## src/rtl/mono_pkg.sv

```systemverilog
// Shared constants and types for the mono data path (rx FIFOs and merge).
package mono_pkg;

  // Width of one data word on every mono stream.
  localparam int MONO_WORD_W = 32;

  // Default maximum number of words taken from one source per grant.
  localparam int MONO_BURST_LEN = 16;

  typedef logic [MONO_WORD_W-1:0] mono_word_t;

endpackage

```

## src/rtl/mono_merge_obuf.sv

```systemverilog
// Two-entry first-word-fall-through output buffer for the merged stream.
// Head register always holds the oldest word so the read path is a plain flop.
module mono_merge_obuf
  import mono_pkg::*;
(
  input  logic       BUS_CLK,
  input  logic       BUS_RST_N,
  input  logic       i_push,
  input  mono_word_t i_data,
  input  logic       i_pop,
  output logic       o_empty,
  output logic       o_full,
  output mono_word_t o_data
);

  mono_word_t r_head;
  mono_word_t r_tail;
  logic [1:0] r_count;

  logic w_push;
  logic w_pop;

  assign o_empty = (r_count == 2'd0);
  assign o_full  = (r_count == 2'd2);
  assign o_data  = r_head;

  // A pop of an empty buffer is ignored; a push into a full buffer is dropped.
  assign w_pop  = i_pop & ~o_empty;
  assign w_push = i_push & ~o_full;

  // Buffer storage and occupancy; head is oldest, tail is second-oldest.
  always_ff @(posedge BUS_CLK) begin
    // NOTE: the two data entries are reset as well, so OUT_DATA reads 0 after reset instead of stale data.
    if (!BUS_RST_N) begin
      // NOTE: non-blocking assignments here so every flop samples pre-edge values regardless of statement order.
      r_count <= 2'd0;
      r_head  <= '0;
      r_tail  <= '0;
    end else begin
      case ({w_push, w_pop})
        2'b10: begin
          if (r_count == 2'd0) r_head <= i_data;
          else                 r_tail <= i_data;
          r_count <= r_count + 2'd1;
        end
        2'b01: begin
          r_head  <= r_tail;
          r_count <= r_count - 2'd1;
        end
        2'b11: begin
          // Count is unchanged; the new word lands behind whatever remains.
          if (r_count == 2'd1) begin
            r_head <= i_data;
          end else begin
            r_head <= r_tail;
            r_tail <= i_data;
          end
        end
        default: ;
      endcase
    end
  end

endmodule

```

## src/rtl/mono_data_merge.sv

```systemverilog
// Round-robin merge of N_SRC first-word-fall-through FIFOs into one stream.
// A grant holds a source for up to BURST_LEN words; switching costs one IDLE cycle.
module mono_data_merge
  import mono_pkg::*;
#(
  parameter int N_SRC     = 4,
  parameter int BURST_LEN = MONO_BURST_LEN
)(
  input  logic                         BUS_CLK,
  input  logic                         BUS_RST_N,
  input  logic [N_SRC-1:0]             SRC_ENABLE,
  input  logic [N_SRC-1:0]             SRC_EMPTY,
  input  logic [MONO_WORD_W*N_SRC-1:0] SRC_DATA,
  output logic [N_SRC-1:0]             SRC_READ,
  input  logic                         OUT_READ,
  output logic                         OUT_EMPTY,
  output mono_word_t                   OUT_DATA,
  output logic [31:0]                  WORD_CNT
);

  localparam int GW = $clog2(N_SRC);

  localparam logic [0:0] S_IDLE  = 1'b0;
  localparam logic [0:0] S_BURST = 1'b1;

  localparam logic [7:0] LAST_CNT = 8'(BURST_LEN - 1);

  logic [0:0]    r_state;
  logic [GW-1:0] r_grant;
  logic [7:0]    r_burst_cnt;
  logic [31:0]   r_word_cnt;

  mono_word_t    w_src_word [N_SRC];
  logic          w_found;
  logic [GW-1:0] w_sel;
  logic          w_src_ok;
  logic          w_obuf_full;
  logic          w_out_empty;
  logic          w_pop;
  logic          w_out_pop;
  logic [31:0]   w_word_cnt_nxt;

  for (genvar g = 0; g < N_SRC; g++) begin : g_src_word
    assign w_src_word[g] = SRC_DATA[MONO_WORD_W*g +: MONO_WORD_W];
  end

  // Round-robin pick: first ready source after the last grant, wrapping to itself last.
  always_comb begin
    logic [GW-1:0] cand;
    // NOTE: defaults before any conditional write keep this block free of inferred latches.
    w_found = 1'b0;
    w_sel   = r_grant;
    cand    = '0;
    // Walk offsets high to low so the smallest offset is the one that sticks.
    for (int k = N_SRC; k >= 1; k--) begin
      cand = GW'((int'(r_grant) + k) % N_SRC);
      if (SRC_ENABLE[cand] && !SRC_EMPTY[cand]) begin
        w_found = 1'b1;
        w_sel   = cand;
      end
    end
  end

  assign w_src_ok  = SRC_ENABLE[r_grant] & ~SRC_EMPTY[r_grant];
  // Reset is folded in so no pop escapes during the reset cycle.
  assign w_pop     = BUS_RST_N & (r_state == S_BURST) & w_src_ok & ~w_obuf_full;
  assign w_out_pop = OUT_READ & ~w_out_empty;
  assign OUT_EMPTY = w_out_empty;

  // Pop strobe goes only to the granted source.
  always_comb begin
    SRC_READ = '0;
    if (w_pop) SRC_READ[r_grant] = 1'b1;
  end

  // Arbitration FSM: IDLE picks a source, BURST drains it until limit, empty or disable.
  always_ff @(posedge BUS_CLK) begin
    if (!BUS_RST_N) begin
      r_state     <= S_IDLE;
      r_grant     <= GW'(N_SRC - 1);
      r_burst_cnt <= '0;
    end else begin
      case (r_state)
        S_IDLE: begin
          if (w_found) begin
            r_grant     <= w_sel;
            r_burst_cnt <= '0;
            r_state     <= S_BURST;
          end
        end
        S_BURST: begin
          if (!w_src_ok) begin
            r_state <= S_IDLE;
          end else if (w_pop) begin
            if (r_burst_cnt == LAST_CNT) r_state <= S_IDLE;
            else                         r_burst_cnt <= r_burst_cnt + 8'd1;
          end
          // A full output buffer leaves both state and count untouched.
        end
        default: r_state <= S_IDLE;
      endcase
    end
  end

  assign w_word_cnt_nxt = w_out_pop ? r_word_cnt + 32'd1 : r_word_cnt;

  // Delivered-word counter; wraps naturally at 2^32.
  always_ff @(posedge BUS_CLK) begin
    if (!BUS_RST_N) r_word_cnt <= '0;
    else            r_word_cnt <= w_word_cnt_nxt;
  end

  assign WORD_CNT = r_word_cnt;

  mono_merge_obuf u_obuf (
    .BUS_CLK   (BUS_CLK),
    .BUS_RST_N (BUS_RST_N),
    .i_push    (w_pop),
    .i_data    (w_src_word[r_grant]),
    .i_pop     (w_out_pop),
    .o_empty   (w_out_empty),
    .o_full    (w_obuf_full),
    .o_data    (OUT_DATA)
  );

endmodule
```

## config.mk

```make
export PLATFORM = sky130hd
export DESIGN_NAME = mono_data_merge
export DESIGN_NICKNAME = d
export VERILOG_FILES = /design/src/rtl/mono_pkg.sv /design/src/rtl/mono_merge_obuf.sv /design/src/rtl/mono_data_merge.sv
export SDC_FILE = /design/constraint.sdc
export NUM_CORES = 1
export LEC_CHECK = 0
export ABC_AREA = 1
export ABC_CLOCK_PERIOD_IN_PS = 3700
export BUFFER_PORTS_ARGS = -buffer_cell sky130_fd_sc_hd__buf_4
export CAP_MARGIN = 20
export CORE_MARGIN = 2
export CORE_UTILIZATION = 54
export DETAILED_ROUTE_END_ITERATION = 10
export PLACE_DENSITY = 0.85
export SLEW_MARGIN = 25
export SYNTH_ARGS = -nofsm -noshare
export SYNTH_HDL_FRONTEND = slang
export SYNTH_HIERARCHICAL = 1
export SYNTH_SLANG_ARGS = --single-unit
```

## constraint.sdc

```tcl
create_clock -name BUS_CLK -period 3.7 [get_ports BUS_CLK]
set_clock_uncertainty 0.1 [all_clocks]
set_input_delay 1.11 -clock BUS_CLK [delete_from_list [all_inputs] [get_ports BUS_CLK]]
set_output_delay 1.11 -clock BUS_CLK [all_outputs]
set_load 0.01 [all_outputs]
```

==> results of run 1 <==
layout make-up:
type,instances,area (um^2),area share [%]
timing repair buffer,225,1700,18.1
clock inverter,3,45.0,0.479
multi-input combinational,872,4110,43.7
clock buffer,12,256,2.73
sequential,109,2180,23.2
inverter,233,885,9.40
tap,180,225,2.39
per-layer routing:
metal / wire (um) / GRT usage [%] / part of all wire (%) / vias up
li1: - / - / - / 4305
met1: 8860 / 34.3 / 42 / 3671
met2: 10100 / 48.9 / 48 / 274
met3: 1650 / 5.95 / 7.8 / 43
met4: 604 / 11.1 / 2.8 / 0
met5: 0 / 0 / 0 / -
state kept, by name, indices dropped and copies added (netlist names):
name	flops
WORD_CNT	32
r_burst_cnt	8
r_grant	2
r_state	1
u_obuf/o_data	32
u_obuf/r_count	2
u_obuf/r_tail	32
path summary, 6_finish.rpt:
| check | startpoint | to | slack [ns] | cells past startpoint |
|---|---|---|---|---|
| max | SRC_EMPTY[1] | SRC_READ[1] | 0.36 | 11 |
| min | u_obuf/r_tail[8] | u_obuf/r_tail[8] | 0.38 | 2 |
| max reg2reg | r_grant[1] | u_obuf/o_data[4] | 1.06 | 16 |
| min reg2reg | u_obuf/r_tail[8] | u_obuf/r_tail[8] | 0.38 | 2 |
where the power goes:
part / total, uW / internal [uW] / switching (uW)
Combinational: 1870 / 693 / 1170
Clock: 993 / 559 / 434
Sequential: 1350 / 1280 / 73.2
worst max-delay path: cells and delay by family:
| family | cells | cell delay [ns] |
|---|---|---|
| and+or+nand+nor | 7 | 0.61 |
| buffers and inverters | 4 | 0.40 |
metrics by stage:
step | setup slack, ns | hold slack (ns) | cells
after floorplan | 0.402 | 0.352 | 1283
after global placement | 0.440 | 0.360 | 1619
after detailed placement | 0.383 | 0.367 | 1619
after CTS | 0.380 | 0.385 | 1634
after global routing | 0.220 | 0.402 | 1634
final | 0.361 | 0.379 | 1634
cell families (layout without fill, tap and decap cells):
kind of cell    after synthesis  in the layout  share of synthesized area (%)
buf+inv                     302            473                           16.2
simple gates                674            674                           39.0
compound gates              175            175                           12.4
flops                       109            109                           29.1
xor+xnor                     11             11                           1.28
fa+ha+maj                    12             12                           2.00
cells in the final DEF, fill, tap and decap left out, types with 4 or more instances in the layout:
cell / synthesis / layout
sky130_fd_sc_hd__buf_4: 7 / 224
sky130_fd_sc_hd__a21oi_1: 60 / 60
sky130_fd_sc_hd__nand2_2: 5 / 6
sky130_fd_sc_hd__nor2_1: 191 / 191
sky130_fd_sc_hd__xor2_1: 8 / 8
sky130_fd_sc_hd__nand2_1: 301 / 300
sky130_fd_sc_hd__nand3_2: 4 / 4
sky130_fd_sc_hd__nand3b_1: 5 / 5
sky130_fd_sc_hd__o22ai_1: 32 / 32
sky130_fd_sc_hd__ha_1: 12 / 12
sky130_fd_sc_hd__nor3_1: 10 / 10
sky130_fd_sc_hd__nand3_1: 130 / 130
sky130_fd_sc_hd__nor2_4: 4 / 4
sky130_fd_sc_hd__clkbuf_16: 0 / 9
sky130_fd_sc_hd__inv_1: 227 / 227
sky130_fd_sc_hd__o21ai_0: 78 / 78
sky130_fd_sc_hd__nand4_1: 7 / 7
sky130_fd_sc_hd__inv_2: 4 / 4
sky130_fd_sc_hd__dfxtp_1: 109 / 108
==> metrics.cfg, run 1 <==
[worst_setup_path]
critical_path_peak_fanout=4
worst-endpoint-arrival_ns=2.13
setup_crit_start_kind=primary input
critical-path-slowest-cell=sky130_fd_sc_hd__nor3_2
cpPeakStageDelay_ns=0.15
crit_path_cell_trace=buf_4 > inv_1 > nand2_1 > nand2_1 > nand2_1 > nand2_1 > nand2_1 > nor3_2 > inv_1 > nor2_1 > buf_4
critPathMostFrequentCell=sky130_fd_sc_hd__nand2_1
required_time_at_the_worst_slack_endpoint_ns=2.49
path_class=primary input to output pin
worstSetupEndpointType=output pin

[logic_synthesis]
async_reset_ff_share_pct=0
ys_types=39
synth_top_cells_by_area=sky130_fd_sc_hd__dfxtp_1 29%, sky130_fd_sc_hd__nand2_1 15%, sky130_fd_sc_hd__inv_1 11%
synth_commonest_cells=301 x sky130_fd_sc_hd__nand2_1, 227 x sky130_fd_sc_hd__inv_1, 191 x sky130_fd_sc_hd__nor2_1
top_cell_type_s_share_of_synthesized_area_pct=29.1
netlist_instances=1283
synth.most_common_cell=sky130_fd_sc_hd__nand2_1
count_of_synthesis_stage_warnings_from_yosys=6
synth.yosys.seq_area_share_pct=29.1
synth.avg_cell_area_um2=5.85
mappedNetlistArea_um2=7500
synth.ff_latch_count=109
synth_top_flop_cell=sky130_fd_sc_hd__dfxtp_1
post_synth_edffs=0
mappedNetlistNets=1434
synth_area_leader_cell=sky130_fd_sc_hd__dfxtp_1

[grt]
global_route.overflow_total=0
grt_start_max_net_pins=84
grt.total_usage_pct=28.3
global_route_wire_length_before_repair_mm=34.1
first_global_vias=7325
initial_antenna_violation_count=0

[run_status]
outcome=complete, no violations

[cts]
cts-buffers-inserted=9
clock_latency_ns=0.36
cts_max_path_buffers=2
cts_setup_buffers=0
clkSlewWorstSetupHoldPaths_ns=0.07
cts_htree_levels=3
clock-sinks=109
post_cts_resize_count=0
cts_hold_buffers=0
cts_tree=done
clock_tree_root_buffer_cell=sky130_fd_sc_hd__clkbuf_16

[floorplan]
core_um2=13700
initial_core_util_pct=54.7
die_width_um=122
fp.dieArea_um2=14800
std_cell_rows=43
die_h_um=122
ios=208

[placed_design]
port_buffers=207
weighted_congestion_at_the_end_of_routability_driven_global_placement=0.884
place.detailed.hpwl_mm=14.9
instance_area_at_placement_um2=9110

[finish]
fillerInstances=1269
post_route_cells_drive_above_1_share_pct=18.9
num-nets-final=1601
antennaDiodeCount=0
fin_area_um2=9410
area_growth_syn_to_layout_pct=25.4
final_cell_utilization_of_the_core_pct=68.6

[run]
number_of_maximum_capacitance_violations=0

[route]
post-route-drc-count=0
ant_nets=0
routed_wl_mm=21.2
avgViaCountPerCell=5.08
dr_total_vias=8293
first_iter_violations=568
drt_pass1_iterations=5
detail_route.wl_per_cell_um=13.0

[timing]
timing_worst_slew_pin_value_ns=0.893
hold_viol_final=0
final_report_setup_violation_count=0
timing.fmax_mhz=299
maxSlewHeadroom_pct=40.4
slew_violations=0
rsz0062_at_grt=no
period_minus_slack_ns=3.34
finalSetupTns_ns=0
final_min_period_over_clock_period_pct=90.3

[power]
static_leakage_uw=0.00474
power.density_cell_area_nw_per_um2=448
vdd_ir_drop_max_mv=0.329
power.total_uw=4210

[min_path]
tightest_hold_check_type=register to register

(Power assumes the default switching activity.)
==> run 2, diff against run 1 <==
- PLACE_DENSITY: 0.85 -> 0.82
==> run 2 against run 1 <==
Net effect: via count grew 0.88%; flip-flop and latch count did not move; critical path type unchanged; largest cell class unchanged; sequential share of layout area about the same; routed wire length increased by 0.46%.
==> metrics.cfg, run 2 (same netlist as run 1, synthesis figures left out) <==
[run_status]
outcome=complete, no violations  ; unchanged

[cts]
cts_setup_buffers=0  ; unchanged
clock-sinks=109  ; unchanged
clock_tree_root_buffer_cell=sky130_fd_sc_hd__clkbuf_16  ; unchanged
cts-buffers-inserted=9  ; unchanged
cts_hold_buffers=0  ; unchanged
cts_max_path_buffers=2  ; unchanged
clock_latency_ns=0.37  ; was 0.36 ns
clkSlewWorstSetupHoldPaths_ns=0.07  ; about the same
cts_tree=done  ; unchanged
cts_htree_levels=3  ; unchanged
post_cts_resize_count=0  ; unchanged

[finish]
mostFrequentLayoutCells=300 x sky130_fd_sc_hd__nand2_1, 227 x sky130_fd_sc_hd__inv_1, 224 x sky130_fd_sc_hd__buf_4  ; unchanged
area_growth_syn_to_layout_pct=25.3  ; was 25.4%
layout.cells.most_common=sky130_fd_sc_hd__nand2_1  ; unchanged
num-nets-final=1601  ; unchanged
post_route_cells_drive_above_1_share_pct=18.9  ; about the same
antennaDiodeCount=0  ; unchanged

[route]
drt_pass1_iterations=7  ; was 5
first_iter_violations=623  ; was 568
dr_total_vias=8366  ; was 8293
ant_nets=0  ; unchanged
routed_wl_mm=21.3  ; was 21.2 mm
post-route-drc-count=0  ; unchanged
detail_route.wl_per_cell_um=13.0  ; about the same
avgViaCountPerCell=5.12  ; was 5.08

[timing]
rsz0062_at_grt=no  ; unchanged
hold-worst-slack_ns=0.380  ; was 0.379 ns
final_min_period_over_clock_period_pct=90.1  ; was 90.3%
hold_viol_final=0  ; unchanged
layout_setup_ws_ns=0.366  ; was 0.361 ns
period_minus_slack_ns=3.33  ; was 3.34 ns
slew_violations=0  ; unchanged
maxSlewHeadroom_pct=40.1  ; was 40.4%
timing_worst_slew_pin_value_ns=0.898  ; was 0.893 ns
finalSetupTns_ns=0  ; unchanged
final_report_setup_violation_count=0  ; unchanged
timing.fmax_mhz=300  ; was 299 MHz

[min_path]
tightest_hold_check_type=register to register  ; unchanged
hold_path_startpoint=u_obuf/r_tail[13]  ; was u_obuf/r_tail[8]

[worst_setup_path]
required_time_at_the_worst_slack_endpoint_ns=2.49  ; about the same
worstSetupEndpointType=output pin  ; unchanged
cpPeakStageDelay_ns=0.16  ; was 0.15 ns
worstPathBufferInverterCount=4  ; unchanged
r2r-start=u_obuf/r_count[0]  ; was r_grant[1]
path_delay_family=simple AND/OR/NAND/NOR gates  ; unchanged
critical-path-slowest-cell=sky130_fd_sc_hd__nor3_2  ; unchanged
worst-endpoint-arrival_ns=2.12  ; was 2.13 ns
path_class=primary input to output pin  ; unchanged
critical_path_peak_fanout=4  ; unchanged
crit_path_cell_trace=buf_4 > inv_1 > nand3_1 > nand3_1 > nand2_1 > nor3_2 > inv_1 > nor2_1 > buf_4  ; was buf_4 > inv_1 > nand2_1 > nand2_1 > nand2_1 > nand2_1 > nand2_1 > nor3_2 > inv_1 > nor2_1 > buf_4
critPathLaunch=SRC_EMPTY[3]  ; was SRC_EMPTY[1]
setup_crit_start_kind=primary input  ; unchanged

[power]
power_switching_share_pct=40.7  ; was 39.9%
internal-power_uw=2480  ; was 2530 uW
power_frac_comb_pct=44.3  ; about the same
vdd_ir_drop_max_mv=0.354  ; was 0.329 mV
net-switching-power_uw=1700  ; was 1680 uW
power.density_cell_area_nw_per_um2=445  ; was 448 nW/um^2
static_leakage_uw=0.00474  ; about the same
power_frac_seq_pct=32.6  ; was 32.1%
clock_power_share_pct=23.1  ; was 23.6%

[floorplan]
fp.dieArea_um2=14800  ; unchanged
ios=208  ; unchanged
std_cell_rows=43  ; unchanged
die_width_um=122  ; unchanged
core_um2=13700  ; unchanged
die_h_um=122  ; unchanged
initial_core_util_pct=54.7  ; unchanged

[placed_design]
weighted_congestion_at_the_end_of_routability_driven_global_placement=0.923  ; was 0.884
port_buffers=207  ; unchanged
place.detailed.hpwl_mm=14.9  ; about the same
pre_cts_ws_ns=0.392  ; was 0.383 ns

[grt]
grt.total_usage_pct=28.4  ; was 28.3%
first_global_vias=7480  ; was 7325
global_route.overflow_total=0  ; unchanged
grt_start_max_net_pins=84  ; unchanged
global_route_wire_length_before_repair_mm=34.3  ; was 34.1 mm
initial_antenna_violation_count=0  ; unchanged

[run]
number_of_maximum_capacitance_violations=0  ; unchanged

[run 2: changes by cell type in the layout (fill, tap and decap cells not counted), sizes merged]
cell	delta
clkbuf	+2
bufinv	-1
clkinv	+1
clkinvlp	-1
[run 2: routing by layer]
layer | GRT usage, % | vias to the layer above | share of wire, %
met2 | 49.1 | 270 | 48
met3 | 6.98 | 38 | 8.1
li1 | - | 4297 | -
met1 | 34.0 | 3761 | 41
met4 | 11.1 | 0 | 2.3
met5 | 0 | - | 0
[run 2: worst paths after layout]
kind                            end  slack, ns  cells past startpoint
hold / removal    u_obuf/r_tail[13]       0.38                      2
setup / recovery        SRC_READ[1]       0.37                      9
hold reg to reg   u_obuf/r_tail[13]       0.38                      2
setup reg to reg  u_obuf/r_tail[15]       0.95                     13
[run 2: worst min-delay path, stage by stage, from the launching register on]
cell	delay [ns]
sky130_fd_sc_hd__dfxtp_1	0.33
sky130_fd_sc_hd__a21oi_1	0.04
sky130_fd_sc_hd__nor2_1	0.08
[run 2: final cells by class]
class,instances,area [um^2]
inverters,233,885
flip-flops and latches,109,2180
clock buffers,14,274
well taps,180,225
repair buffers,225,1700
clock inverters,2,16.3
fillers,1305,4320
multi-input cells,872,4110
[run 2: power groups by stage]
stage	Combinational (uW)	Sequential [uW]	Clock [uW]
floorplan	1270	1390	0
global placement	1800	1390	0
detailed placement	1840	1390	0
CTS	1850	1360	976
global route	2070	1380	1020
finish	1850	1370	965
[run 2: stage by stage]
step | util (%) | cells | area [um^2] | power (uW)
2_1_floorplan | - | 1283 | 7500 | 2660
3_3_place_gp | 66.4 | 1619 | 9110 | 3190
3_5_place_dp | 66.4 | 1619 | 9110 | 3230
4_1_cts | 68.5 | 1635 | 9400 | 4190
5_1_grt | 68.5 | 1635 | 9400 | 4480
6_report | 68.5 | 1635 | 9400 | 4180
==> run 3, diff against run 2 <==
- CORE_UTILIZATION: 54 -> 55
- CTS_BUF_LIST: not set -> sky130_fd_sc_hd__clkbuf_8
- PLACE_DENSITY: 0.82 -> 0.88
- SLEW_MARGIN: 25 -> 20
==> run 3 against run 2 <==
Net effect: register-to-register slack lost 0.26 ns; global-route usage grew 1.3 points; maximum frequency shrank 3.7%; clock-buffer cell count shrank 5; critical endpoint unchanged; largest power group unchanged; highest routed layer unchanged.
==> metrics.cfg, run 3 (same netlist as run 1, synthesis figures left out) <==
[grt]
global_route.overflow_total=0  ; unchanged
global_route_wire_length_before_repair_mm=35.7  ; was 34.3 mm
initial_antenna_violation_count=0  ; unchanged
grt_start_max_net_pins=84  ; unchanged
grt.total_usage_pct=29.8  ; was 28.4%
first_global_vias=7615  ; was 7480

[cts]
cts_setup_buffers=0  ; unchanged
cts_tree=done  ; unchanged
clock_latency_ns=0.39  ; was 0.37 ns
cts_htree_levels=3  ; unchanged
clkSlewWorstSetupHoldPaths_ns=0.09  ; was 0.07 ns
clock_tree_root_buffer_cell=sky130_fd_sc_hd__clkbuf_8  ; was sky130_fd_sc_hd__clkbuf_16
cts_hold_buffers=0  ; unchanged
cts-buffers-inserted=9  ; unchanged
clock-sinks=109  ; unchanged
post_cts_resize_count=0  ; unchanged
cts_max_path_buffers=2  ; unchanged

[timing]
final_min_period_over_clock_period_pct=93.6  ; was 90.1%
maxSlewHeadroom_pct=40.2  ; was 40.1%
finalSetupTns_ns=0  ; unchanged
slew_violations=0  ; unchanged
period_minus_slack_ns=3.46  ; was 3.33 ns
timing_worst_slew_pin_value_ns=0.897  ; was 0.898 ns
final_report_setup_violation_count=0  ; unchanged
hold-worst-slack_ns=0.387  ; was 0.380 ns
hold_viol_final=0  ; unchanged
timing.fmax_mhz=289  ; was 300 MHz
rsz0062_at_grt=no  ; unchanged

[finish]
layout.cells.most_common=sky130_fd_sc_hd__nand2_1  ; unchanged
post_route_cells_drive_above_1_share_pct=18.9  ; unchanged
combined_area_of_the_multi_input_logic_cells_um2=4110  ; unchanged
mostFrequentLayoutCells=300 x sky130_fd_sc_hd__nand2_1, 229 x sky130_fd_sc_hd__inv_1, 224 x sky130_fd_sc_hd__buf_4  ; was 300 x sky130_fd_sc_hd__nand2_1, 227 x sky130_fd_sc_hd__inv_1, 224 x sky130_fd_sc_hd__buf_4
post_layout_nonfiller_instances=1631  ; was 1635
num-nets-final=1603  ; was 1601
antennaDiodeCount=0  ; unchanged
area_growth_syn_to_layout_pct=24.3  ; was 25.3%
fillerInstances=1211  ; was 1305
seqCellArea_um2=2180  ; unchanged

[worst_setup_path]
path_class=register to output pin  ; was primary input to output pin
setup_crit_start_kind=register  ; was primary input
worst-endpoint-arrival_ns=2.25  ; was 2.12 ns
endpoint=SRC_READ[1]  ; unchanged
critical_path_peak_fanout=28  ; was 4
critPathLaunch=r_grant[0]  ; was SRC_EMPTY[3]
reg2reg_slack_ns=0.69  ; was 0.95 ns
required_time_at_the_worst_slack_endpoint_ns=2.49  ; about the same
worstSetupEndpointType=output pin  ; unchanged
r2r_end=u_obuf/r_tail[21]  ; was u_obuf/r_tail[15]
r2r-start=r_grant[0]  ; was u_obuf/r_count[0]
r2r_cells=15  ; was 13

[route]
dr_total_vias=8536  ; was 8366
detail_route.wl_per_cell_um=13.3  ; was 13.0 um
routed_wl_mm=21.7  ; was 21.3 mm
drt_pass1_iterations=6  ; was 7
avgViaCountPerCell=5.23  ; was 5.12
first_iter_violations=770  ; was 623
ant_nets=0  ; unchanged
post-route-drc-count=0  ; unchanged

[min_path]
tightest_hold_check_type=register to register  ; unchanged

[floorplan]
die_h_um=121  ; was 122 um
std_cell_rows=42  ; was 43
core_um2=13300  ; was 13700 um^2
die_width_um=121  ; was 122 um
fp.dieArea_um2=14600  ; was 14800 um^2
ios=208  ; unchanged
initial_core_util_pct=56.4  ; was 54.7%

[placed_design]
weighted_congestion_at_the_end_of_routability_driven_global_placement=0.927  ; was 0.923
post-place-cells=1617  ; was 1619
port_buffers=207  ; unchanged
place.detailed.hpwl_mm=15.5  ; was 14.9 mm

[power]
vdd_ir_drop_max_mv=0.200  ; was 0.354 mV
power.density_cell_area_nw_per_um2=424  ; was 445 nW/um^2
static_leakage_uw=0.00471  ; was 0.00474 uW

[run]
number_of_maximum_capacitance_violations=0  ; unchanged

[run_status]
outcome=complete, no violations  ; unchanged

## run 3: changes by cell type in the layout (fill, tap and decap cells not counted), sizes merged
cell,delta
clkbuf,-5
buf,+2
inv,+3
bufinv,+1
clkinv,-1
## run 3: layout make-up
cell class | instances | share of cell area (%)
Tap cell | 176 | 2.36
Inverter | 233 | 9.49
Sequential cell | 109 | 23.4
Multi-Input combinational cell | 872 | 44.1
Clock inverter | 5 | 0.577
Clock buffer | 9 | 1.33
Timing Repair Buffer | 227 | 18.7
## run 3: metal layers
layer | global-route usage, % | routed length, um | vias to the layer above
met4 | 13.0 | 661 | 0
li1 | - | - | 4305
met3 | 5.90 | 1860 | 55
met1 | 36.0 | 8660 | 3823
met5 | 0 | 0 | -
met2 | 51.1 | 10500 | 353
## run 3: how the worst min path moves through the flow
stage	slack (ns)	from	endpoint	depth (start not counted)
3_3_place_gp	0.36	r_grant[1]	r_grant[1]	2
4_1_cts	0.39	r_grant[1]	r_grant[1]	2
6_report	0.39	u_obuf/r_tail[6]	u_obuf/r_tail[6]	2
2_1_floorplan	0.35	u_obuf/r_tail[0]	u_obuf/r_tail[0]	2
5_1_grt	0.41	WORD_CNT[15]	WORD_CNT[15]	2
3_5_place_dp	0.37	r_grant[1]	r_grant[1]	2
## run 3: critical path, stage by stage, from the launching register on
cell and delay [ns]:
sky130_fd_sc_hd__dfxtp_2 0.71, sky130_fd_sc_hd__inv_4 0.17, sky130_fd_sc_hd__nand2_1 0.13, sky130_fd_sc_hd__nand2_1 0.10
sky130_fd_sc_hd__nand2_1 0.08, sky130_fd_sc_hd__nand2_1 0.07, sky130_fd_sc_hd__nor3_2 0.21, sky130_fd_sc_hd__inv_1 0.13
sky130_fd_sc_hd__nor2_1 0.13, sky130_fd_sc_hd__buf_4 0.14
## run 3: through the flow
step / setup slack (ns) / utilization [%] / instance area [um^2] / total power (uW)
final: 0.237 / 70.1 / 9320 / 3950
after CTS: 0.254 / 70.1 / 9320 / 3960
after floorplan: 0.402 / - / 7500 / 2660
after global placement: 0.347 / 68.8 / 9140 / 3200
after global routing: 0.112 / 70.1 / 9320 / 4250
after detailed placement: 0.292 / 68.8 / 9140 / 3240
## run 3: power by group
group / leakage [uW] / switching [uW] / total (uW) / internal (uW)
Combinational: 0.00374 / 1170 / 1870 / 694
Clock: 0.0000942 / 407 / 711 / 304
Sequential: 0.000881 / 96.8 / 1370 / 1280
